**config.mk**
```make
export PLATFORM = sky130hd
export DESIGN_NAME = fetch_controller
export DESIGN_NICKNAME = d
export VERILOG_FILES = /design/src/rtl/fetch_controller_pkg.sv /design/src/rtl/fetch_controller.sv
export SDC_FILE = /design/constraint.sdc
export NUM_CORES = 1
export LEC_CHECK = 0
export ABC_AREA = 1
export CAP_MARGIN = 0
export CORE_ASPECT_RATIO = 0.75
export CORE_MARGIN = 10
export CORE_UTILIZATION = 35
export DETAILED_ROUTE_END_ITERATION = 12
export PLACE_DENSITY = 0.79
export REMOVE_ABC_BUFFERS = 1
export SLEW_MARGIN = 10
export SYNTH_ARGS = -nofsm -noshare
export SYNTH_HDL_FRONTEND = slang
export SYNTH_SLANG_ARGS = --single-unit
```
**constraint.sdc**
```tcl
create_clock -name clk -period 1.8 [get_ports clk]
set_input_delay 0.36 -clock clk [delete_from_list [all_inputs] [get_ports clk]]
set_output_delay 0.36 -clock clk [all_outputs]
set_load 0.005 [all_outputs]
```
**src/rtl/fetch_controller_pkg.sv**
```systemverilog
// Shared definitions for the instruction fetch sequencer: state encoding,
// LDM opcode field and default widths.
package fetch_controller_pkg;

    localparam int unsigned NUM_OF_BITS_DEF      = 16;
    localparam int unsigned PC_WIDTH_DEF         = 32;
    localparam int unsigned NUM_OF_REGISTERS_DEF = 5;

    localparam int unsigned OPC_MSB = 15;
    localparam int unsigned OPC_LSB = 11;
    localparam int unsigned OPC_W   = OPC_MSB - OPC_LSB + 1;

    localparam logic [OPC_W-1:0] LDM_OPCODE_DEF = 5'h19;

    typedef enum logic [1:0] {
        ST_PRIME = 2'd0,
        ST_FETCH = 2'd1,
        ST_IMM   = 2'd2
    } fetch_state_t;

endpackage

```
**src/rtl/fetch_controller.sv**
```systemverilog
// Fetch sequencer: issues instruction-memory addresses, absorbs the one-cycle
// registered read, merges LDM + immediate into one registered fetch packet.
module fetch_controller
    import fetch_controller_pkg::*;
#(
    parameter int unsigned       Num_of_bits      = NUM_OF_BITS_DEF,
    parameter int unsigned       pc_width         = PC_WIDTH_DEF,
    parameter int unsigned       Num_of_registers = NUM_OF_REGISTERS_DEF,
    parameter logic [31:0]       RESET_PC         = 32'd0,
    parameter logic [OPC_W-1:0]  LDM_OPCODE       = LDM_OPCODE_DEF
) (
    input  logic                   clk,
    input  logic                   rst,
    input  logic                   stall,
    input  logic                   flush,
    input  logic [pc_width-1:0]    flush_pc,
    output logic [pc_width-1:0]    mem_addr,
    output logic                   cs_ldm,
    input  logic [Num_of_bits-1:0] mem_data,
    output logic                   if_valid,
    output logic [Num_of_bits-1:0] if_instr,
    output logic [Num_of_bits-1:0] if_imm,
    output logic                   if_has_imm,
    output logic [pc_width-1:0]    if_pc
);

    localparam int unsigned AW = Num_of_registers;
    typedef logic [AW-1:0] addr_t;

    localparam addr_t RESET_ADDR = RESET_PC[AW-1:0];

    fetch_state_t           state_q, state_d;
    addr_t                  pc_q, pc_d;
    addr_t                  word_pc_q, word_pc_d;
    addr_t                  instr_pc_q, instr_pc_d;
    logic [Num_of_bits-1:0] instr_q, instr_d;

    logic                   valid_d, has_imm_d;
    logic [Num_of_bits-1:0] out_instr_d, out_imm_d;
    logic [pc_width-1:0]    out_pc_d;

    addr_t flush_addr;
    logic  is_ldm;
    logic  hold;
    logic  unused_flush_hi;

    // Addresses live modulo the memory depth; the upper redirect bits are dropped.
    assign flush_addr      = flush_pc[AW-1:0];
    assign unused_flush_hi = ^flush_pc[pc_width-1:AW];
    assign is_ldm          = (mem_data[OPC_MSB:OPC_LSB] == LDM_OPCODE);
    assign hold            = stall && (state_q != ST_PRIME);

    always_ff @(posedge clk) begin
        if (rst) begin
            state_q <= ST_PRIME;
        end else begin
            state_q <= state_d;
        end
    end

    always_comb begin
        state_d = state_q;
        if (flush) begin
            state_d = ST_FETCH;
        end else if (!hold) begin
            unique case (state_q)
                ST_PRIME: state_d = ST_FETCH;
                ST_FETCH: state_d = is_ldm ? ST_IMM : ST_FETCH;
                ST_IMM:   state_d = ST_FETCH;
                default:  state_d = ST_PRIME;
            endcase
        end
    end

    // Memory address mux, LDM strobe and next values of the fetch datapath.
    always_comb begin
        mem_addr    = pc_width'(pc_q);
        cs_ldm      = (state_q == ST_IMM);
        pc_d        = pc_q;
        word_pc_d   = word_pc_q;
        instr_d     = instr_q;
        instr_pc_d  = instr_pc_q;
        valid_d     = if_valid;
        has_imm_d   = if_has_imm;
        out_instr_d = if_instr;
        out_imm_d   = if_imm;
        out_pc_d    = if_pc;

        if (flush) begin
            mem_addr  = pc_width'(flush_addr);
            word_pc_d = flush_addr;
            pc_d      = flush_addr + addr_t'(1);
            valid_d   = 1'b0;
            has_imm_d = 1'b0;
        end else if (hold) begin
            // Replay the current word so mem_data stays stable while stalled.
            mem_addr = pc_width'(word_pc_q);
        end else begin
            word_pc_d = pc_q;
            pc_d      = pc_q + addr_t'(1);
            unique case (state_q)
                ST_PRIME: valid_d = 1'b0;
                ST_FETCH: begin
                    if (is_ldm) begin
                        instr_d    = mem_data;
                        instr_pc_d = word_pc_q;
                        valid_d    = 1'b0;
                    end else begin
                        out_instr_d = mem_data;
                        out_imm_d   = '0;
                        out_pc_d    = pc_width'(word_pc_q);
                        has_imm_d   = 1'b0;
                        valid_d     = 1'b1;
                    end
                end
                ST_IMM: begin
                    out_instr_d = instr_q;
                    out_imm_d   = mem_data;
                    out_pc_d    = pc_width'(instr_pc_q);
                    has_imm_d   = 1'b1;
                    valid_d     = 1'b1;
                end
                default: valid_d = 1'b0;
            endcase
        end
    end

    always_ff @(posedge clk) begin
        if (rst) begin
            pc_q       <= RESET_ADDR;
            word_pc_q  <= '0;
            instr_q    <= '0;
            instr_pc_q <= '0;
            if_valid   <= 1'b0;
            if_instr   <= '0;
            if_imm     <= '0;
            if_has_imm <= 1'b0;
            if_pc      <= '0;
        end else begin
            pc_q       <= pc_d;
            word_pc_q  <= word_pc_d;
            instr_q    <= instr_d;
            instr_pc_q <= instr_pc_d;
            if_valid   <= valid_d;
            if_instr   <= out_instr_d;
            if_imm     <= out_imm_d;
            if_has_imm <= has_imm_d;
            if_pc      <= out_pc_d;
        end
    end

endmodule

```
==> impl_metrics.yaml <==
setup_path:
  rr_startpoint: "state_q[1]"
  cp_slowest_cell: "clkdlybuf4s50_1"
  required_ns: 1.44
  slowest_delay_ns: 0.48
  crit_path_end: "mem_addr[2]"
  crit_fanout: 7
  cp_top_family: "buffers and inverters"
  r2r_cells: 9
  startpoint_type: "primary input"
  r2r_slack_ns: 0.15
  path_buf_inv: 4
  worstPathArrival_ns: 1.52
  crit_start: "flush"
  cp.depth: 7
  cp-end-kind: "primary output"
  worstReg2RegEnd: "if_instr[4]"
  path_class: "in2out"
  crit_chain: "clkdlybuf4s50_1 -> inv_2 -> nand2_4 -> inv_6 -> nand2_1 -> nand2_2 -> buf_6"
final_layout:
  drive_above_1_share: 0.166
  fillers: 983
  syn_to_final_growth_pct: 34.4
  stdcell_area_um2: 4890
  nNetsFinal: 645
  antenna_cells: 0
sta:
  layout_setup_ws_ns: -0.0806
  hold_viol: 0
  setup_violations: 5
  grt_setup_unrepaired: "true"
  period_needed_ns: 1.88
  holdWs_ns: 0.436
  fin_worst_skew_ns: 0.00576
  slew_violations: 0
  fin_setup_tns_ns: -0.270
  fin_crit_sh: 1.04
  fmax_mhz: 532
floorplanning:
  initial_utilization: 0.357
  core_um2: 10200
  rows: 32
  dieHeight_um: 108
  ios: 151
  die_area_um2: 14900
  die_w_um: 138
clocking:
  htree_levels: 3
  cts_tree: "built"
  root_buffer: "clkbuf_16"
  clock_path_buffers: 2
  cts_sinks: 72
  cts.clk_slew.worst_paths_ns: 0.05
  clkLatencyLatePin_ns: 0.33
  cts_buffers: 9
  holdBufCountCts: 0
detailed_routing:
  drc: 0
  wl_um: 10500
  wl_per_cell_um: 14.4
  route.vias.total: 3439
  dr.pass1.iters: 5
  drtAntennaViolNets: 0
  drt_iter0_drc: 166
  routed_via_density: 4.72
global_routing:
  grt_pass1_wl_um: 16700
  grt_pass1_vias: 3411
  grt_overflow_total: 0
  grt_max_degree: 40
  track_usage: 0.138
  antenna_found_initial: 0
synthesis:
  syn_area_per_cell_um2: 7.39
  synth_top_area_frac: 0.396
  synth_edf_count: 0
  synth.most_common_cell: "nand2_1"
  synthFlopType: "dfxtp_1"
  synthTopCellsByArea: "dfxtp_1 40%, nand2_1 14%, buf_4 12%"
  yosys.area.top_type: "dfxtp_1"
  netlist_area_um2: 3640
  synthArstFlopShare: 0
  netlist_instances: 493
  synth_seq_cells: 72
  yosys_warnings: 0
  ys_types: 24
  ys_top_cells_by_count: "133 x nand2_1, 72 x dfxtp_1, 59 x buf_4"
  seq_area_frac_synth: 0.396
placed_design:
  place_area_um2: 4460
  portBuffers: 69
  finalWeightedCongestion: 0.817
  hpwlAfterDp_um: 7550
  pre_cts_ws_ns: -0.479
min_path:
  hp-start: "instr_q[13]"
  hp-class: "reg2reg"
run_status:
  status: "finished, violations left"
  violations: "setup timing"
power_and_ir_drop:
  total_leakage_power_nw: 2.09
  peakVddDrop_uv: 480
  power_density_nw_per_um2: 806
job:
  max_cap_violations: 0
through the flow:
stage          power (mW)  std cells   util
6_report             3.94        728  0.479
5_1_grt              4.12        728  0.479
4_1_cts              3.95        727  0.475
3_5_place_dp         2.20        706  0.437
3_3_place_gp         2.18        706  0.437
2_1_floorplan        1.90        461      -
routing by layer:
| metal | wire length [µm] | GRT usage |
|---|---|---|
| met2 | 5080 | 0.231 |
| met1 | 4240 | 0.158 |
| met5 | 0 | 0 |
| met3 | 969 | 0.0528 |
| met4 | 169 | 0.0520 |
placed cells by master (no fill, tap or decap), drive strengths merged:
cell type / instances
a21oi: 54
buf: 53
bufinv: 1
clkbuf: 12
clkdlybuf4s50: 61
clkinv: 2
conb: 54
dfxtp: 72
dlygate4sd2: 2
ha: 5
inv: 19
nand2: 135
nand3: 9
nand4: 38
nor2: 48
nor3: 1
o21ai: 26
worst min-delay path by stage:
stage / to / slack (ns) / cells past startpoint
floorplan: instr_q[12] / 0.42 / 2
global placement: instr_q[12] / 0.43 / 2
detailed placement: instr_q[13] / 0.43 / 2
CTS: word_pc_q[4] / 0.43 / 3
global route: word_pc_q[4] / 0.46 / 3
finish: instr_q[13] / 0.44 / 2
flip-flops by register name, indices dropped and copies added (netlist names):
signal and cells:
if_pc 5, if_instr 16, pc_q 5, instr_pc_q 5, instr_q 16, if_valid 1, word_pc_q 5, if_has_imm 1
state_q 2, if_imm 16
power breakdown:
group	switching (mW)	internal [mW]	leakage (nW)
combinational	0.293	0.261	1.36
sequential	0.0262	1.64	0.585
clock	0.660	1.07	0.137
total	0.979	2.97	2.09
cell type report:
type / count / area (µm²) / share of cell area
well taps: 136 / 170 / 0.0348
inverters: 19 / 76.3 / 0.0156
clock buffers: 12 / 236 / 0.0483
repair buffers: 116 / 1130 / 0.230
clock inverters: 3 / 43.8 / 0.00895
multi-input cells: 370 / 1800 / 0.367
flip-flops and latches: 72 / 1440 / 0.295
repair_timing:
item | CTS | global route
buffers inserted | 6 | 1
setup endpoints to repair | 6 | 14
gates cloned | 0 | 0
resized for setup | 44 | 9
pin swaps | 6 | 1
logic make-up after synthesis:
logic type | synth area share
simple gates | 0.287
buf+inv | 0.188
compound gates | 0.111
flops | 0.396
fa+ha+maj | 0.0172
other cells | 0.00103
tightest hold or removal path, delay by kind of cell (launching register included):
family           cells  cell delay (ns)
flip-flops           1             0.31
AND/OR/NAND/NOR      2             0.09
Power figures use the tool's default switching activity.
